==> src/rtl/accumulator_pkg.sv <==
// accumulator_pkg: shared types and constants for the streaming accumulator.
//   state_t : FSM encoding (IDLE, ACCUM, DONE)
//   DATA_W  : datapath width in bits
package accumulator_pkg;

    localparam int unsigned DATA_W = 16;

    typedef enum logic [1:0] {
        IDLE,
        ACCUM,
        DONE
    } state_t;

endpackage

==> src/rtl/adder_16bit.sv <==
// adder_16bit: 16-bit unsigned ripple-free adder with carry in/out.
//   a, b      : operands
//   carry_in  : carry into bit 0
//   sum       : a + b + carry_in, modulo 2^16
//   overflow  : carry out of bit 15
module adder_16bit (
    input  logic [15:0] a,
    input  logic [15:0] b,
    input  logic        carry_in,
    output logic [15:0] sum,
    output logic        overflow
);

    logic [16:0] full;

    always_comb begin
        full     = {1'b0, a} + {1'b0, b} + {16'd0, carry_in};
        sum      = full[15:0];
        overflow = full[16];
    end

endmodule

==> src/rtl/accumulator_16bit.sv <==
// accumulator_16bit: sums NUM_SAMPLES unsigned 16-bit operands received over a
// valid/ready input, presents the total plus a sticky overflow flag over a
// valid/ready output, then restarts from zero.
//   clk, rst             : clock, asynchronous active-high reset
//   clear                : synchronous abort of the current block
//   in_valid/in_ready    : input handshake, in_data is the operand
//   out_valid/out_ready  : output handshake for out_sum / out_overflow
//   busy                 : FSM is not idle
module accumulator_16bit
    import accumulator_pkg::*;
#(
    parameter int unsigned NUM_SAMPLES = 4,
    localparam int unsigned CNT_W      = $clog2(NUM_SAMPLES + 1)
) (
    input  logic              clk,
    input  logic              rst,
    input  logic              clear,
    input  logic              in_valid,
    output logic              in_ready,
    input  logic [DATA_W-1:0] in_data,
    output logic              out_valid,
    input  logic              out_ready,
    output logic [DATA_W-1:0] out_sum,
    output logic              out_overflow,
    output logic              busy
);

    state_t            state;
    logic [DATA_W-1:0] acc;
    logic              ovf;
    logic [CNT_W-1:0]  count;

    logic [DATA_W-1:0] add_sum;
    logic              add_ovf;
    logic              accept;
    logic              last_sample;

    adder_16bit u_adder (
        .a        (acc),
        .b        (in_data),
        .carry_in (1'b0),
        .sum      (add_sum),
        .overflow (add_ovf)
    );

    assign in_ready     = (state != DONE) && !clear;
    assign accept       = in_valid && in_ready;
    assign out_valid    = (state == DONE);
    assign out_sum      = acc;
    assign out_overflow = ovf;
    assign busy         = (state != IDLE);

    // In IDLE count is zero, so this also covers NUM_SAMPLES == 1.
    assign last_sample  = (count == CNT_W'(NUM_SAMPLES - 1));

    always_ff @(posedge clk or posedge rst) begin
        if (rst) begin
            state <= IDLE;
            acc   <= '0;
            ovf   <= 1'b0;
            count <= '0;
        end else if (clear) begin
            state <= IDLE;
            acc   <= '0;
            ovf   <= 1'b0;
            count <= '0;
        end else begin
            unique case (state)
                IDLE, ACCUM: begin
                    if (accept) begin
                        acc   <= add_sum;
                        ovf   <= ovf | add_ovf;
                        count <= count + CNT_W'(1);
                        state <= last_sample ? DONE : ACCUM;
                    end
                end
                DONE: begin
                    if (out_ready) begin
                        state <= IDLE;
                        acc   <= '0;
                        ovf   <= 1'b0;
                        count <= '0;
                    end
                end
                default: state <= IDLE;
            endcase
        end
    end

`ifndef SYNTHESIS
    // Flag X/Z on operand bits whenever a sample is offered.
    always @(posedge clk) begin
        if (in_valid === 1'b1) begin
            for (int i = 0; i < DATA_W; i++) begin
                if (in_data[i] !== 1'b0 && in_data[i] !== 1'b1) begin
                    $error("accumulator_16bit: in_data[%0d] is %b while in_valid", i, in_data[i]);
                end
            end
        end
    end
`endif

endmodule

==> config.mk <==
export PLATFORM = sky130hd
export DESIGN_NAME = accumulator_16bit
export DESIGN_NICKNAME = d
export VERILOG_FILES = /design/src/rtl/accumulator_pkg.sv /design/src/rtl/adder_16bit.sv /design/src/rtl/accumulator_16bit.sv
export SDC_FILE = /design/constraint.sdc
export NUM_CORES = 1
export LEC_CHECK = 0
export CORE_MARGIN = 2
export CORE_UTILIZATION = 35
export DETAILED_ROUTE_END_ITERATION = 16
export PLACE_DENSITY = 0.58
export SETUP_SLACK_MARGIN = 0.3
export SYNTH_ARGS = -nofsm -noshare
export SYNTH_HDL_FRONTEND = slang
export SYNTH_HIERARCHICAL = 1
export SYNTH_SLANG_ARGS = --single-unit
==> constraint.sdc <==
create_clock -name clk -period 4.9 [get_ports clk]
set_input_delay 0.98 -clock clk [delete_from_list [all_inputs] [get_ports clk]]
set_output_delay 0.98 -clock clk [all_outputs]
set_load 0.03 [all_outputs]
==> report_table.html <==
<table>
<tr><th>Metric</th><th>Value</th></tr>
<tr><th colspan="2">Status</th></tr>
<tr><td>Run status</td><td>complete, no violations</td></tr>
<tr><th colspan="2">Synth</th></tr>
<tr><td>Count of flip-flops with a built-in enable after synthesis</td><td>0</td></tr>
<tr><td>Yosys reg bits</td><td>22</td></tr>
<tr><td>Fraction of registers with async set/reset</td><td>1.00</td></tr>
<tr><td>Post-synth design cell area</td><td>0.00178 mm²</td></tr>
<tr><td>Top_reg_cell synth</td><td>sky130_fd_sc_hd__dfrtp_1</td></tr>
<tr><td>Ranking of synthesized cells by area</td><td>sky130_fd_sc_hd__dfrtp_1 31%, sky130_fd_sc_hd__ha_1 12%, sky130_fd_sc_hd__a32o_1 11%</td></tr>
<tr><td>Area share of the leading cell type in the synthesized netlist</td><td>0.309</td></tr>
<tr><td>Leading cell types by count after synthesis</td><td>22 x sky130_fd_sc_hd__dfrtp_1, 19 x sky130_fd_sc_hd__a32o_1, 18 x sky130_fd_sc_hd__nor2b_1</td></tr>
<tr><td>Number of synthesis warnings</td><td>6</td></tr>
<tr><td>Top-count cell post-synth</td><td>sky130_fd_sc_hd__dfrtp_1</td></tr>
<tr><td>Sequential share of the synthesized area</td><td>0.309</td></tr>
<tr><td>Cell accounting for the most synthesized area</td><td>sky130_fd_sc_hd__dfrtp_1</td></tr>
<tr><td>Synthesized netlist cell count</td><td>176</td></tr>
<tr><td>Count of distinct cell types in the synthesized netlist</td><td>43</td></tr>
<tr><td>Average cell area after synthesis</td><td>10.1 µm²</td></tr>
<tr><td>Synthesized netlist net count</td><td>216</td></tr>
<tr><th colspan="2">Floorplan</th></tr>
<tr><td>Number of top-level design ports</td><td>41</td></tr>
<tr><td>Site Rows</td><td>25</td></tr>
<tr><td>Area inside the core boundary</td><td>0.00482 mm²</td></tr>
<tr><td>Horizontal extent of the die</td><td>75.3 µm</td></tr>
<tr><td>Starting Density</td><td>0.370</td></tr>
<tr><td>Height of the die</td><td>75.3 µm</td></tr>
<tr><td>DIE AREA</td><td>0.00567 mm²</td></tr>
<tr><th colspan="2">Route</th></tr>
<tr><td>Detail-routed via count per cell</td><td>5.28</td></tr>
<tr><td>Routed wirelength normalized by instance count</td><td>15.0 µm</td></tr>
<tr><td>Detailed-route DRC error count</td><td>0</td></tr>
<tr><td>Remaining number of nets flagged by the antenna check after routing</td><td>0</td></tr>
<tr><td>Number of detailed-routing iterations run before antenna repair</td><td>4</td></tr>
<tr><td>Sum of routed wire length over all layers</td><td>4230 µm</td></tr>
<tr><td>Via count</td><td>1489</td></tr>
<tr><td>Starting DRT DRC Count</td><td>104</td></tr>
<tr><th colspan="2">Timing</th></tr>
<tr><td>Worst slew margin relative to its limit</td><td>0.390</td></tr>
<tr><td>Period minus WS final</td><td>3.46 ns</td></tr>
<tr><td>Worst Hold Margin</td><td>0.554 ns</td></tr>
<tr><td>Final setup violating endpoints</td><td>0</td></tr>
<tr><td>Maximum clock frequency</td><td>289 MHz</td></tr>
<tr><td>Unrepaired setup endpoints after global routing</td><td>false</td></tr>
<tr><td>Share of the clock period used by the worst path</td><td>0.706</td></tr>
<tr><td>Hold violation total from the final report</td><td>0</td></tr>
<tr><td>Worst Clk Skew</td><td>0.00135 ns</td></tr>
<tr><td>Worst setup slack after layout</td><td>1.44 ns</td></tr>
<tr><td>Final TNS setup</td><td>0 ns</td></tr>
<tr><td>Transition time of the tightest slew-check pin</td><td>0.915 ns</td></tr>
<tr><td>Final Slew Violations</td><td>0</td></tr>
<tr><th colspan="2">CTS</th></tr>
<tr><td>Maximum clock path buffer count</td><td>2</td></tr>
<tr><td>Insertion delay to the later sink of the worst-skew pair</td><td>0.27 ns</td></tr>
<tr><td>Number of buffers inserted for hold repair after clock tree synthesis</td><td>0</td></tr>
<tr><td>CTS tree</td><td>done</td></tr>
<tr><td>TritonCTS sink count</td><td>22</td></tr>
<tr><td>Number of instances resized during post-cts repair</td><td>0</td></tr>
<tr><td>Root cell of the clock tree</td><td>sky130_fd_sc_hd__clkbuf_8</td></tr>
<tr><td>Setup repair bufs after CTS</td><td>0</td></tr>
<tr><td>Number of buffers added by the clock tree synthesis step</td><td>3</td></tr>
<tr><td>Clock transition at the registers of the reported paths</td><td>0.09 ns</td></tr>
<tr><td>H-Tree Level Count</td><td>1</td></tr>
<tr><th colspan="2">Placement</th></tr>
<tr><td>Port bufs</td><td>40</td></tr>
<tr><td>Post-placement setup slack</td><td>1.17 ns</td></tr>
<tr><td>Placed standard-cell area</td><td>0.00223 mm²</td></tr>
<tr><td>Detailed placement HPWL</td><td>3020 µm</td></tr>
<tr><td>GPL Wtd Cong</td><td>0.802</td></tr>
<tr><th colspan="2">Global routing</th></tr>
<tr><td>Initial antenna violation count</td><td>0</td></tr>
<tr><td>Number of global-route vias before repair</td><td>1581</td></tr>
<tr><td>Global-route wire length before repair</td><td>7250 µm</td></tr>
<tr><td>Total congestion overflow</td><td>0</td></tr>
<tr><td>Pin count of the biggest net entering global routing</td><td>25</td></tr>
<tr><td>Total GRT Usage</td><td>0.165</td></tr>
<tr><th colspan="2">Critical path</th></tr>
<tr><td>Critical Path Max Stage Delay</td><td>0.44 ns</td></tr>
<tr><td>CP startpoint kind</td><td>input port</td></tr>
<tr><td>Buffers &amp; Inverters on Critical Path</td><td>1</td></tr>
<tr><td>Slowest stage cell, crit path</td><td>sky130_fd_sc_hd__fa_1</td></tr>
<tr><td>Cell type group with the largest total delay on the critical path</td><td>compound AO/OA/AOI/OAI gates</td></tr>
<tr><td>Cells along the critical path</td><td>clkdlybuf4s50_1 &gt; fa_1 &gt; fa_1 &gt; a21oi_2 &gt; o21ai_2 &gt; a21oi_2 &gt; o221ai_2 &gt; a221o_1 &gt; a21o_1 &gt; nand3b_1 &gt; a221oi_1</td></tr>
<tr><td>Critical path class</td><td>input port to flop</td></tr>
<tr><td>Capturing element type of the critical path</td><td>flop</td></tr>
<tr><td>Maximum fanout count along the critical path</td><td>3</td></tr>
<tr><td>Worst EP required</td><td>5.04 ns</td></tr>
<tr><td>Data arrival, critical path</td><td>3.60 ns</td></tr>
<tr><th colspan="2">Pwr</th></tr>
<tr><td>Max IR drop VDD</td><td>0.148 mV</td></tr>
<tr><td>Total power per unit cell area</td><td>320 mW/mm²</td></tr>
<tr><td>Pleak</td><td>1.00 nW</td></tr>
<tr><th colspan="2">Layout</th></tr>
<tr><td>Area overhead of the layout relative to synthesis</td><td>28.4%</td></tr>
<tr><td>FILL cells</td><td>462</td></tr>
<tr><td>Post-route cell area</td><td>0.00229 mm²</td></tr>
<tr><td>Fraction of final layout cells with drive strength greater than 1</td><td>0.0930</td></tr>
<tr><td>Number of nets in the final layout</td><td>256</td></tr>
<tr><td>End-of-flow core utilization</td><td>0.475</td></tr>
<tr><td>Diode count</td><td>0</td></tr>
<tr><th colspan="2">Flow run</th></tr>
<tr><td>Total of max-cap violations</td><td>0</td></tr>
<tr><th colspan="2">Worst hold path</th></tr>
<tr><td>Hold crit path type</td><td>flop to flop</td></tr>
</table>
-- layout make-up --
type | instances | area (µm²) | area share
multi-input combinational | 138 | 1150 | 0.502
sequential | 22 | 551 | 0.241
timing repair buffer | 42 | 415 | 0.182
tap | 67 | 83.8 | 0.0367
clock buffer | 4 | 55.1 | 0.0241
inverter | 9 | 33.8 | 0.0148
-- worst min-delay path: cells and delay by family, from the launching register on --
family                 cells  cell delay [ns]
buffers and inverters      1             0.06
flip-flops                 1             0.39
AO/OA/AOI/OAI              1             0.07
-- state kept, by name, indices dropped and copies added (netlist names) --
register      cells
out_sum          16
state             2
count             3
out_overflow      1
-- per-stage QoR --
stage / cells / power [mW]
after detailed placement: 278 / 0.596
after floorplan: 176 / 0.489
after global placement: 278 / 0.591
after CTS: 282 / 0.739
after global routing: 282 / 0.784
final: 282 / 0.732
-- logic make-up (layout without fill, tap and decap cells) --
family | after synthesis | after routing | share of synthesized area
buffers and inverters | 16 | 55 | 0.0492
and+or+nand+nor | 44 | 44 | 0.146
xor gates and xnor gates | 14 | 14 | 0.0689
adders and majority gates | 19 | 19 | 0.142
DFF | 22 | 22 | 0.309
AOI/OAI and AO/OA | 60 | 60 | 0.283
other | 1 | 1 | 0.00211
-- report_power, final --
part / leakage (nW) / internal, mW / switching (mW)
Combinational: 0.682 / 0.173 / 0.195
Clock: 0.0288 / 0.0718 / 0.0658
Sequential: 0.293 / 0.206 / 0.0197
-- final timing paths --
path,from,end,slack (ns),depth (start not counted)
min in group asynchronous,rst,out_sum[15]$_DFFE_PP0P_,1.21,2
worst min register to register,out_overflow$_DFFE_PP0P_,out_overflow$_DFFE_PP0P_,0.55,2
worst max-delay path,in_data[0],out_overflow$_DFFE_PP0P_,1.44,11
worst min-delay path,out_overflow$_DFFE_PP0P_,out_overflow$_DFFE_PP0P_,0.55,2
worst max register to register,out_sum[0]$_DFFE_PP0P_,out_overflow$_DFFE_PP0P_,2.13,10
max in group asynchronous,rst,out_sum[1]$_DFFE_PP0P_,3.13,2
-- metal layers --
metal	wire, µm	GRT usage
met1	2060	0.223
met4	23	0.0487
met2	1980	0.269
met3	160	0.0317
met5	0	0
-- cells in the final DEF (no fill, tap or decap), drive strengths merged, types with 5 or more instances in the layout --
master / Yosys / layout
a21oi: 12 / 12
a32o: 19 / 19
a21o: 5 / 5
inv: 9 / 9
o21ai: 7 / 7
ha: 17 / 17
clkdlybuf4s50: 0 / 40
nor2b: 18 / 18
dfrtp: 22 / 22
nor2: 6 / 6
xnor2: 9 / 9
xor2: 5 / 5
(Power assumes the default switching activity.)
